<file path="src/rtl/vga_fb_arbiter_if.sv">
// CPU write handshake and single-port framebuffer RAM bus shared by the VGA arbiter.
// master = CPU/RAM side, slave = arbiter side.
interface vga_fb_arbiter_if;
    logic        wr_valid;
    logic        wr_ready;
    logic [14:0] wr_addr;
    logic [8:0]  wr_data;
    logic        wr_err;
    logic [14:0] mem_addr;
    logic        mem_we;
    logic [8:0]  mem_wdata;
    logic [8:0]  mem_rdata;

    modport master (
        output wr_valid, wr_addr, wr_data, mem_rdata,
        input  wr_ready, wr_err, mem_addr, mem_we, mem_wdata
    );

    modport slave (
        input  wr_valid, wr_addr, wr_data, mem_rdata,
        output wr_ready, wr_err, mem_addr, mem_we, mem_wdata
    );
endinterface

</file>
<file path="src/rtl/vga_fb_arbiter.sv">
// Framebuffer port arbiter: video scan-out reads always win, queued CPU writes drain in blanking.
// Read data is registered into rgb two cycles after the pixel coordinates, syncs delayed to match.
module vga_fb_arbiter #(
    parameter int unsigned FB_WIDTH    = 160,
    parameter int unsigned FB_HEIGHT   = 120,
    parameter int unsigned SCALE_SHIFT = 2,
    parameter int unsigned FIFO_DEPTH  = 4
) (
    input  logic                                clock,
    input  logic                                reset,
    input  logic                                video_enable,
    input  logic [9:0]                          pixel_x,
    input  logic [9:0]                          pixel_y,
    input  logic                                hsync_in,
    input  logic                                vsync_in,
    vga_fb_arbiter_if.slave                     bus,
    output logic [8:0]                          rgb,
    output logic                                hsync,
    output logic                                vsync,
    output logic [$clog2(FIFO_DEPTH+1)-1:0]     fifo_level
);

    localparam int unsigned PTR_W = (FIFO_DEPTH > 1) ? $clog2(FIFO_DEPTH) : 1;
    localparam int unsigned LVL_W = $clog2(FIFO_DEPTH + 1);
    localparam logic [15:0] FB_CELLS = 16'(FB_WIDTH * FB_HEIGHT);
    localparam logic [LVL_W-1:0] LVL_FULL = LVL_W'(FIFO_DEPTH);

    typedef enum logic [1:0] {
        PORT_IDLE,
        PORT_READ,
        PORT_WRITE
    } port_mode_e;

    port_mode_e       mode;

    logic [14:0]      q_addr [FIFO_DEPTH];
    logic [8:0]       q_data [FIFO_DEPTH];
    logic [PTR_W-1:0] rd_ptr;
    logic [PTR_W-1:0] wr_ptr;
    logic [LVL_W-1:0] level;

    logic             accept;
    logic             in_range;
    logic             push;
    logic             pop;

    logic [14:0]      rd_addr;
    logic [14:0]      hold_addr;
    logic [8:0]       hold_wdata;

    logic             en_d1;
    logic [1:0]       hs_pipe;
    logic [1:0]       vs_pipe;

    assign fifo_level   = level;
    assign bus.wr_ready = (level != LVL_FULL);
    assign accept       = bus.wr_valid && bus.wr_ready;
    assign in_range     = ({1'b0, bus.wr_addr} < FB_CELLS);
    assign push         = accept && in_range;

    assign rd_addr = 15'(((32'(pixel_y) >> SCALE_SHIFT) * 32'(FB_WIDTH))
                       + (32'(pixel_x) >> SCALE_SHIFT));

    // Port owner is decided fresh every cycle; reset forces idle so the held (cleared) bus shows.
    always_comb begin
        mode = PORT_IDLE;
        if (!reset) begin
            mode = PORT_IDLE;
        end else if (video_enable) begin
            mode = PORT_READ;
        end else if (level != '0) begin
            mode = PORT_WRITE;
        end
    end

    assign pop = (mode == PORT_WRITE);

    always_comb begin
        bus.mem_addr  = hold_addr;
        bus.mem_wdata = hold_wdata;
        bus.mem_we    = 1'b0;
        case (mode)
            PORT_READ: begin
                bus.mem_addr = rd_addr;
            end
            PORT_WRITE: begin
                bus.mem_addr  = q_addr[rd_ptr];
                bus.mem_wdata = q_data[rd_ptr];
                bus.mem_we    = 1'b1;
            end
            default: ;
        endcase
    end

    always_ff @(posedge clock) begin
        if (push) begin
            q_addr[wr_ptr] <= bus.wr_addr;
            q_data[wr_ptr] <= bus.wr_data;
        end
    end

    always_ff @(posedge clock or negedge reset) begin
        if (!reset) begin
            rd_ptr     <= '0;
            wr_ptr     <= '0;
            level      <= '0;
            bus.wr_err <= 1'b0;
            hold_addr  <= '0;
            hold_wdata <= '0;
        end else begin
            bus.wr_err <= accept && !in_range;
            if (push) begin
                wr_ptr <= wr_ptr + PTR_W'(1);
            end
            if (pop) begin
                rd_ptr <= rd_ptr + PTR_W'(1);
            end
            case ({push, pop})
                2'b10:   level <= level + LVL_W'(1);
                2'b01:   level <= level - LVL_W'(1);
                default: level <= level;
            endcase
            // Idle cycles keep showing whatever the bus last carried.
            if (mode != PORT_IDLE) begin
                hold_addr <= bus.mem_addr;
            end
            if (mode == PORT_WRITE) begin
                hold_wdata <= bus.mem_wdata;
            end
        end
    end

    always_ff @(posedge clock or negedge reset) begin
        if (!reset) begin
            en_d1   <= 1'b0;
            rgb     <= '0;
            hs_pipe <= '1;
            vs_pipe <= '1;
        end else begin
            en_d1   <= video_enable;
            rgb     <= en_d1 ? bus.mem_rdata : '0;
            hs_pipe <= {hs_pipe[0], hsync_in};
            vs_pipe <= {vs_pipe[0], vsync_in};
        end
    end

    assign hsync = hs_pipe[1];
    assign vsync = vs_pipe[1];

endmodule

</file>
<file path="src/flat_wrapper.sv">
// flat-port wrapper written by rule: the top's interface ports become plain ports
module vga_fb_arbiter_flat 
#(
    parameter int unsigned FB_WIDTH    = 160,
    parameter int unsigned FB_HEIGHT   = 120,
    parameter int unsigned SCALE_SHIFT = 2,
    parameter int unsigned FIFO_DEPTH  = 4
)
  (clock, reset, video_enable, pixel_x, pixel_y, hsync_in, vsync_in, rgb, hsync, vsync, fifo_level, bus_wr_valid, bus_wr_addr, bus_wr_data, bus_mem_rdata, bus_wr_ready, bus_wr_err, bus_mem_addr, bus_mem_we, bus_mem_wdata);
  vga_fb_arbiter_if bus_i ();
  input  logic clock;
  input  logic reset;
  input  logic video_enable;
  input  logic [9:0] pixel_x;
  input  logic [9:0] pixel_y;
  input  logic hsync_in;
  input  logic vsync_in;
  output logic [8:0] rgb;
  output logic hsync;
  output logic vsync;
  output logic [$clog2(FIFO_DEPTH+1)-1:0] fifo_level;
  input wire logic [$bits(bus_i.wr_valid)-1:0] bus_wr_valid;
  input wire logic [$bits(bus_i.wr_addr)-1:0] bus_wr_addr;
  input wire logic [$bits(bus_i.wr_data)-1:0] bus_wr_data;
  input wire logic [$bits(bus_i.mem_rdata)-1:0] bus_mem_rdata;
  output wire logic [$bits(bus_i.wr_ready)-1:0] bus_wr_ready;
  output wire logic [$bits(bus_i.wr_err)-1:0] bus_wr_err;
  output wire logic [$bits(bus_i.mem_addr)-1:0] bus_mem_addr;
  output wire logic [$bits(bus_i.mem_we)-1:0] bus_mem_we;
  output wire logic [$bits(bus_i.mem_wdata)-1:0] bus_mem_wdata;
  assign bus_i.wr_valid = bus_wr_valid;
  assign bus_i.wr_addr = bus_wr_addr;
  assign bus_i.wr_data = bus_wr_data;
  assign bus_i.mem_rdata = bus_mem_rdata;
  assign bus_wr_ready = bus_i.wr_ready;
  assign bus_wr_err = bus_i.wr_err;
  assign bus_mem_addr = bus_i.mem_addr;
  assign bus_mem_we = bus_i.mem_we;
  assign bus_mem_wdata = bus_i.mem_wdata;
  vga_fb_arbiter #(.FB_WIDTH(FB_WIDTH), .FB_HEIGHT(FB_HEIGHT), .SCALE_SHIFT(SCALE_SHIFT), .FIFO_DEPTH(FIFO_DEPTH)) u_core (.clock(clock), .reset(reset), .video_enable(video_enable), .pixel_x(pixel_x), .pixel_y(pixel_y), .hsync_in(hsync_in), .vsync_in(vsync_in), .bus(bus_i), .rgb(rgb), .hsync(hsync), .vsync(vsync), .fifo_level(fifo_level));
endmodule
</file>
<file path="config.mk">
export PLATFORM = sky130hd
export DESIGN_NAME = vga_fb_arbiter_flat
export DESIGN_NICKNAME = d
export VERILOG_FILES = /design/src/rtl/vga_fb_arbiter_if.sv /design/src/rtl/vga_fb_arbiter.sv /design/src/flat_wrapper.sv
export SDC_FILE = /design/constraint.sdc
export NUM_CORES = 1
export LEC_CHECK = 0
export ABC_CLOCK_PERIOD_IN_PS = 4700
export CAP_MARGIN = 20
export CORE_MARGIN = 1
export CORE_UTILIZATION = 37
export DETAILED_ROUTE_END_ITERATION = 7
export DONT_BUFFER_PORTS = 1
export PLACE_DENSITY_LB_ADDON = 0.08
export SLEW_MARGIN = 20
export SYNTH_ARGS = -nofsm -noshare
export SYNTH_HDL_FRONTEND = slang
export SYNTH_SLANG_ARGS = --single-unit
</file>
<file path="constraint.sdc">
create_clock -name clock -period 4.7 [get_ports clock]
set_input_delay 1.175 -clock clock [delete_from_list [all_inputs] [get_ports clock]]
set_output_delay 1.175 -clock clock [all_outputs]
set_load 0.02 [all_outputs]
</file>
; ---- After elaboration in Yosys (flattened, before gate mapping)
; Memories as Yosys holds them, arrays and structs flattened.
; Index checks and enable logic that the tools add are counted.
[word_totals]
ff_bits = 46
mem_bits_rw = 96
inputBits = 59
out_inout_bits = 41
wordCells = 41
memories = 2
[op_classes]
add_sub_neg = 5
multipliers = 1
n_lt_le_gt_ge = 1
eq_ne = 5
muxes = 10
n_reduce_logical = 7
[memory_table]
columns = memory, words, width, read_ports, rd_clocked_by_memory_dff, wr, line
row1 = u_core.q_addr, 4, 15, 1, 0, 1, vga_fb_arbiter.sv:36  ; logic [14:0] q_addr [FIFO_DEPTH];
row2 = u_core.q_data, 4, 9, 1, 0, 1, vga_fb_arbiter.sv:37  ; logic [8:0] q_data [FIFO_DEPTH];
[ops]
columns = operator, count
row1 = $pmux W15 S2, 1
row2 = $mux W9, 2
row3 = $add A15 B8 Y15, 1
row4 = $lt A15 B15 Y1 const B, 1
row5 = $mul A8 B3 Y10 const B, 1
row6 = $mux W2, 3
row7 = $pmux W3 S2, 1
row8 = $add A2 B1 Y2 const B, 2
row9 = $eq A2 B1 Y1 const B, 2
row10 = $eq A2 B2 Y1 const B, 2
row11 = $reduce_bool A2 Y1, 2
row12 = $add A3 B1 Y3 const B, 1
row13 = $logic_and A1 B1 Y1, 3
row14 = $mux W1, 3
row15 = $ne A3 B3 Y1 const B, 1
row16 = $reduce_bool A3 Y1, 1
row17 = $sub A3 B1 Y3 const B, 1
row18 = $logic_not A1 Y1, 1

; ---- Logic depth before layout (Yosys ltp)
; Gate-level depths: netlist of the first run.
[depth]
depth_word = 7
ltp_mapped = 12
mapped_depth_nobuf = 11

; ---- Worst setup path after synthesis of the first run
; OpenSTA, ideal clock, no wires.
[synth_timing]
path_type = input port to output port
from = input pixel_y[3]
to = output bus_mem_addr[13]
arrival_ns = 3.155
t_required_ns = 3.525
setup_slack_ns = 0.370
cell_stages = 10
path_buffers = 0
path_cell_list = ha_1 > ha_1 > inv_1 > fa_1 > nor2b_1 > o31ai_1 > xnor2_1 > nand3_1 > xor2_1 > o21ai_1
[synth_between]
elab_chain_len = 3
[synth_lines]
columns = element, line
row1 = "start, declared", flat_wrapper.sv:15  ; input logic [9:0] pixel_y;
row2 = $mul A8 B3 Y10, vga_fb_arbiter.sv:61  ; assign rd_addr = 15'(((32'(pixel_y) >> SCALE_SHIFT) * 32'(FB_WIDTH))
row3 = $add A15 B8 Y15, vga_fb_arbiter.sv:62  ; + (32'(pixel_x) >> SCALE_SHIFT));
row4 = $pmux W15 S2, vga_fb_arbiter.sv:82  ; case (mode)
row5 = "end, declared", flat_wrapper.sv:28  ; output wire logic [$bits(bus_i.mem_addr)-1:0] bus_mem_addr;
; Every way passes these cells.

; ---- Final worst setup path of the first run
[layout_timing]
from = input pixel_y[3]
to = output bus_mem_addr[14]
; Same word-level chain as after synthesis.

==> flow_summary.json, run 1 <==
{
  "cp.required_ns": 3.52,
  "start_kind": "primary input",
  "layout.nets": 469,
  "critPathCaptureType": "output pin",
  "intPower_w": 0.00294,
  "setup_violations": 0,
  "num_rows": 46,
  "ctsRootBufferMaster": "clkbuf_16",
  "syn_inst": 366,
  "fin_crit_sh_pct": 93.9,
  "antenna_found_initial": 0,
  "cts_resized": 0,
  "drtPass1Iterations": 4,
  "dp_hpwl_mm": 7.56,
  "setup_ws_ns": 0.287,
  "cts_buffers": 17,
  "tightest_slew_ns": 0.742,
  "critPathSlowestCell": "fa_1",
  "ys_seq_area_share_pct": 66.9,
  "hold_viol_final": 0,
  "highest_layer": "met4",
  "die_area_um2": 16800,
  "max_slew_margin_pct": 50.6,
  "grt_overflow": 0,
  "hold_ws_ns": 0.356,
  "tritoncts": "done",
  "fp.coreArea_um2": 15900,
  "grt_pass1_vias": 3149,
  "initial_core_util_pct": 38.0,
  "status": "finished, final reports clean",
  "numPlacedInstances": 584,
  "vias": 3061,
  "hold_buffers": 0,
  "crit_chain": "ha_1 > ha_1 > inv_1 > fa_1 > nor2b_1 > o311ai_0 > o311a_1 > xnor2_1 > o21ai_1 > buf_4",
  "diodes": 0,
  "die_h_um": 130,
  "dpl_worst_slack_ns": 0.218,
  "leakagePower_nw": 2.60,
  "regToRegSetupSlack_ns": 2.09,
  "wl_met2_mm": 5.67,
  "post_cts_buffers": 0,
  "place_congestion": 0.658,
  "synth_cell_types": 41,
  "critPathKind": "in2out",
  "synth.avg_cell_area_um2": 16.5,
  "rsz0062_at_grt": "false",
  "fp.dieW_um": 130,
  "grt_pass1_wl_mm": 17.9,
  "peakVddDrop_mv": 0.267,
  "pwr-share-comb_pct": 24.6,
  "nFillCells": 1440,
  "grt_max_degree": 51,
  "ant_nets": 0,
  "htree_levels": 4,
  "switchingPower_w": 0.00125,
  "min_period_ns": 4.41,
  "wl_met1_mm": 5.19,
  "yosysTopAreaCellShare_pct": 47.8,
  "p_sw_share_pct": 29.8,
  "wl_mm": 11.7,
  "clkPwrFrac_pct": 33.4,
  "multi_input_area_um2": 1900,
  "seqPwrFrac_pct": 42.0,
  "final_area_um2": 7000,
  "cp_max_fo": 3,
  "cp_data_arrival_time_ns": 3.24,
  "dpl_cell_area_um2": 6370,
  "final_cells": 616,
  "power_density_nw_per_um2": 598,
  "path_common_cell": "ha_1",
  "portBuffers": 0,
  "ys_warn_count": 0,
  "area_growth_syn_to_layout_pct": 15.9,
  "hold_class": "reg2reg",
  "num_io_pins": 100,
  "via_per_inst": 4.97,
  "synth.net_count": 448,
  "drv_cap": 0,
  "drive_gt1_share_pct": 25.5,
  "drc": 0,
  "fin_skew_ns": 0.0104,
  "fin_tns_setup_ns": 0,
  "path_clk_slew_ns": 0.06,
  "synth.area.top_cells": "edfxtp_1 (48%), dfrtp_1 (17%), mux4_2 (9.0%), ha_1 (4.1%), mux2_2 (3.4%)",
  "slowest_delay_ns": 0.39,
  "syn_area_um2": 6040,
  "clock-sinks": 142,
  "track_usage_pct": 14.9,
  "seq_area_um2": 4040,
  "fmax_ghz": 0.227,
  "avgRoutedWirePerCell_um": 19.0,
  "synth-seq-cells": 142,
  "drt_iter0_markers": 164,
  "wl_met3_um": 660,
  "timing.final.max_slew_violations": 0,
  "clock_latency_ns": 0.41,
  "yosys.area.top_type": "edfxtp_1",
  "cts_buffer_depth": 2
}
per-layer routing:
layer | track usage, % | vias to the layer above
met1 | 19.1 | 1552
met3 | 4.26 | 13
met4 | 6.98 | 0
met5 | 0 | -
li1 | - | 1429
met2 | 23.5 | 67
metrics by stage:
step	total power, W	util (%)
6_report	0.00418	44.0
5_1_grt	0.00441	44.0
4_1_cts	0.00426	44.0
3_5_place_dp	0.00284	40.1
3_3_place_gp	0.00282	40.1
2_1_floorplan	0.00255	-
area by class of cell:
class,count,share of cell area [%]
clock inverters,14,2.74
flip-flops and latches,142,57.8
repair buffers,16,1.72
inverters,11,0.590
clock buffers,18,6.13
multi-input cells,199,27.2
well taps,216,3.86
worst paths after layout:
kind                                             startpoint                               end  cells after the start
setup / recovery                                 pixel_y[3]                  bus_mem_addr[14]                     10
hold / removal                  u_core.vs_pipe[0]$_DFF_PN1_       u_core.vs_pipe[1]$_DFF_PN1_                      0
setup reg to reg           u_core.fifo_level[0]$_DFFE_PN0P_     u_core.q_addr[0][8]$_DFFE_PP_                      6
hold reg to reg                 u_core.vs_pipe[0]$_DFF_PN1_       u_core.vs_pipe[1]$_DFF_PN1_                      0
max in group asynchronous                             reset       u_core.hs_pipe[0]$_DFF_PN1_                      0
min in group asynchronous                             reset  u_core.hold_wdata[5]$_DFFE_PN0P_                      0
worst max-delay path, delay by kind of cell:
family | cells | cell delay, ns
xor gates and xnor gates | 1 | 0.22
buffers and inverters | 2 | 0.24
adders and majority gates | 3 | 0.82
and+or+nand+nor | 1 | 0.17
AOI/OAI and AO/OA | 3 | 0.62
power by group through the flow:
stage / clock [W] / sequential (W) / combinational [W]
final: 0.00140 / 0.00176 / 0.00103
after global routing: 0.00149 / 0.00180 / 0.00113
after CTS: 0.00144 / 0.00177 / 0.00105
after detailed placement: 0 / 0.00179 / 0.00105
after global placement: 0 / 0.00178 / 0.00104
after floorplan: 0 / 0.00169 / 0.000866
sequential cells by signal, indices dropped and copies added (netlist names), 2 cells and up:
| signal | flops |
|---|---|
| u_core.rd_ptr | 2 |
| u_core.fifo_level | 3 |
| u_core.hold_wdata | 9 |
| u_core.hs_pipe | 2 |
| u_core.q_data | 36 |
| u_core.vs_pipe | 2 |
| u_core.hold_addr | 15 |
| u_core.q_addr | 60 |
| u_core.rgb | 9 |
| u_core.wr_ptr | 2 |
cell families (layout without fill, tap and decap cells):
family | count (synthesis) | count (layout) | share of synthesized area (%)
flip-flops | 142 | 142 | 66.9
AO/OA/AOI/OAI | 48 | 48 | 5.57
buffers and inverters | 25 | 59 | 1.78
multiplexers | 43 | 43 | 12.5
adder cells (fa/ha/maj) | 23 | 23 | 5.14
XOR/XNOR | 16 | 16 | 2.45
AND/OR/NAND/NOR | 69 | 69 | 5.68
synth_stat cells:
master,n
xor2_1,5
mux2i_1,1
a22oi_1,15
inv_1,11
buf_2,8
nor2_1,11
dfrtp_1,42
or2_1,1
o311ai_0,1
and2_1,15
nor2b_1,4
a31oi_1,2
o311a_1,1
ha_1,20
o21ai_1,9
mux2_2,18
nor3_1,1
edfxtp_1,96
buf_4,1
nor3b_1,2
o2111ai_2,1
xor2_2,1
nand2_1,29
or4b_4,1
mux4_2,24
nand3_1,3
o41ai_2,1
a211oi_1,1
nand2b_1,1
o31ai_1,2
clkbuf_1,5
nand4_2,1
a21oi_1,1
a211o_1,1
fa_1,3
a21o_1,2
xnor2_1,10
a211oi_2,1
o211ai_1,1
o21ai_0,9
dfstp_2,4
layout by cell type (no fill, tap or decap), types with 2 or more instances in the layout:
master,n
a31oi_1,2
nor2b_1,4
nand2_1,29
a22oi_1,15
clkinv_2,4
edfxtp_1,96
clkbuf_16,17
nor2_1,11
nand3_1,3
dfrtp_1,41
and2_1,15
mux4_2,24
clkinv_4,4
o31ai_1,2
xnor2_1,9
o21ai_1,9
fa_1,3
o21ai_0,9
inv_1,11
mux2_2,18
dfstp_2,4
a21o_1,2
bufinv_16,4
ha_1,20
xor2_1,5
buf_4,16
Note: power is estimated with default switching activity, not from simulation.
==> run 2, diff against run 1 <==
--- a/config.mk
+++ b/config.mk
@@ -11,7 +11,7 @@
 export CORE_UTILIZATION = 37
 export DETAILED_ROUTE_END_ITERATION = 7
 export DONT_BUFFER_PORTS = 1
-export PLACE_DENSITY_LB_ADDON = 0.08
+export MAX_ROUTING_LAYER = met4
 export SLEW_MARGIN = 20
 export SYNTH_ARGS = -nofsm -noshare
 export SYNTH_HDL_FRONTEND = slang
==> run 2 against run 1 <==
Non-clock buffer count decreased by 1. Global-route usage increased by 0.74 points. Wire length decreased by 2.3%. Hold slack lost 0.00079 ns. Sequential power barely moved. Via count rose by 0.42%. Die area stayed put. Register-to-register slack improved by 0.08 ns. Core utilization decreased by 0.43 points. Maximum frequency fell by 1.8%. First-iteration DRC count up 6.1%. Flip-flop and latch count unchanged.
==> flow_summary.json, run 2 (synthesis gave the netlist of run 1 again) <==
{
  "grt_pass1_vias": 3300,
  "largest_register": "u_core.q_addr",
  "cp_max_fo": 3,
  "grt_max_degree": 51,
  "portBuffers": 0,
  "fp.dieW_um": 130,
  "hp-start": "u_core.vs_pipe[0]$_DFF_PN1_",
  "wl_met3_um": 705,
  "fin_crit_sh_pct": 95.6,
  "hold_class": "reg2reg",
  "die_area_um2": 16800,
  "grt_pass1_wl_mm": 18.0,
  "clock_latency_ns": 0.41,
  "ctsRootBufferMaster": "clkbuf_16",
  "crit_chain": "ha_1 > ha_1 > inv_1 > fa_1 > nor2b_1 > o31ai_1 > xnor2_1 > nand3_1 > xor2_1 > o21ai_1 > buf_4",
  "leakagePower_nw": 2.56,
  "highest_layer": "met4",
  "max_slew_margin_pct": 49.3,
  "fp.coreArea_um2": 15900,
  "min_period_ns": 4.49,
  "largest_reg_flops": 60,
  "wl_met2_mm": 5.68,
  "wl_met1_mm": 4.89,
  "avgRoutedWirePerCell_um": 18.6,
  "grt_overflow": 0,
  "final_common_cell": "edfxtp_1",
  "num_rows": 46,
  "crit_path_start": "pixel_y[3]",
  "die_h_um": 130,
  "drtPass1Iterations": 4,
  "r2r_end": "u_core.fifo_level[2]$_DFFE_PN0P_",
  "regToRegSetupSlack_ns": 2.17,
  "ant_nets": 0,
  "status": "finished, final reports clean",
  "place_congestion": 0.744,
  "post_cts_buffers": 0,
  "cts_resized": 0,
  "diodes": 0,
  "path_clk_slew_ns": 0.05,
  "start_kind": "primary input",
  "cp_data_arrival_time_ns": 3.32,
  "htree_levels": 4,
  "rr_startpoint": "u_core.fifo_level[2]$_DFFE_PN0P_",
  "wl_mm": 11.5,
  "via_per_inst": 5.00,
  "power_density_nw_per_um2": 583,
  "cp.required_ns": 3.52,
  "fmax_ghz": 0.223,
  "final_cell_mix": "edfxtp_1 (96), dfrtp_1 (41), nand2_1 (29), mux4_2 (24), ha_1 (20)",
  "reg_top3": "u_core.q_addr (60), u_core.q_data (36), u_core.hold_addr (15)",
  "track_usage_pct": 15.6,
  "hold_viol_final": 0,
  "timing.final.max_slew_violations": 0,
  "cts_buffer_depth": 2,
  "initial_core_util_pct": 38.0,
  "worstHoldEndpoint": "u_core.vs_pipe[1]$_DFF_PN1_",
  "critPathSlowestCell": "fa_1",
  "peakVddDrop_mv": 0.438,
  "tightest_slew_ns": 0.752,
  "tritoncts": "done",
  "num_io_pins": 100,
  "critPathKind": "in2out",
  "hold_buffers": 0,
  "vias": 3074,
  "clock-sinks": 142,
  "slowest_delay_ns": 0.39,
  "fin_tns_setup_ns": 0,
  "drt_iter0_markers": 174,
  "drv_cap": 0,
  "antenna_found_initial": 0,
  "whs_path_depth": 0,
  "rsz0062_at_grt": "false",
  "dp_hpwl_mm": 7.50,
  "ff2ff_path_depth": 9,
  "setup_violations": 0,
  "fin_skew_ns": 0.00511,
  "layout.nets": 468,
  "path_common_cell": "ha_1",
  "total_power_w": 0.00404,
  "critPathCaptureType": "output pin",
  "area_growth_syn_to_layout_pct": 14.7,
  "drc": 0,
  "drive_gt1_share_pct": 24.1,
  "cts_buffers": 17
}
==> run 2: changes by cell type in the layout (fill, tap and decap cells not counted), moves of 2 or more <==
cell / before / now
clkinv_1: 0 / 2
clkinv_4: 4 / 2
bufinv_16: 4 / 2
clkbuf_1: 1 / 3
==> run 2: critical path: cells and delay by family <==
kind,cells,cell delay [ns]
simple gates,2,0.31
xor+xnor,2,0.49
buf+inv,2,0.23
compound gates,2,0.28
fa+ha+maj,3,0.83
==> run 2: report_power, final <==
part           total, W  switching, W  internal, W
logic           0.00100      0.000540     0.000463
registers       0.00176      0.000177      0.00158
clock network   0.00128      0.000489     0.000791
total           0.00404       0.00121      0.00283
==> run 2: metal layers <==
metal	global-route usage, %	vias up
li1	-	1428
met3	5.86	15
met1	18.1	1557
met5	-	-
met4	5.81	0
met2	24.9	74
==> run 2: final cells by class <==
| cell class | count | area (um2) |
|---|---|---|
| tap | 216 | 270 |
| multi-input combinational | 199 | 1900 |
| sequential | 142 | 4040 |
| inverter | 11 | 41.3 |
| clock buffer | 21 | 450 |
| clock inverter | 11 | 116 |
| timing repair buffer | 15 | 113 |
| fill | 1447 | 8960 |
==> run 2: how the worst max path moves through the flow <==
stage / cells after the start / slack, ns / endpoint
finish: 11 / 0.21 / bus_mem_addr[13]
global route: 11 / 0.04 / bus_mem_addr[13]
CTS: 11 / 0.19 / bus_mem_addr[13]
detailed placement: 11 / 0.22 / bus_mem_addr[13]
global placement: 11 / 0.22 / bus_mem_addr[13]
floorplan: 10 / 0.37 / bus_mem_addr[13]
==> run 2: through the flow <==
stage	cell area [um2]	setup WS (ns)	utilization (%)	hold slack, ns	instances
2_1_floorplan	6040	0.370	-	0.345	366
3_3_place_gp	6360	0.217	40.0	0.349	583
3_5_place_dp	6360	0.216	40.0	0.347	583
4_1_cts	6930	0.191	43.6	0.355	615
5_1_grt	6930	0.0432	43.6	0.358	615
6_report	6930	0.206	43.6	0.355	615
==> run 3, diff against run 2 <==
--- a/config.mk
+++ b/config.mk
@@ -5,7 +5,6 @@
 export SDC_FILE = /design/constraint.sdc
 export NUM_CORES = 1
 export LEC_CHECK = 0
-export ABC_CLOCK_PERIOD_IN_PS = 4700
 export CAP_MARGIN = 20
 export CORE_MARGIN = 1
 export CORE_UTILIZATION = 37
==> results of run 3 <==
No change in the layout: final DEF, timing and power equal those of run 2.
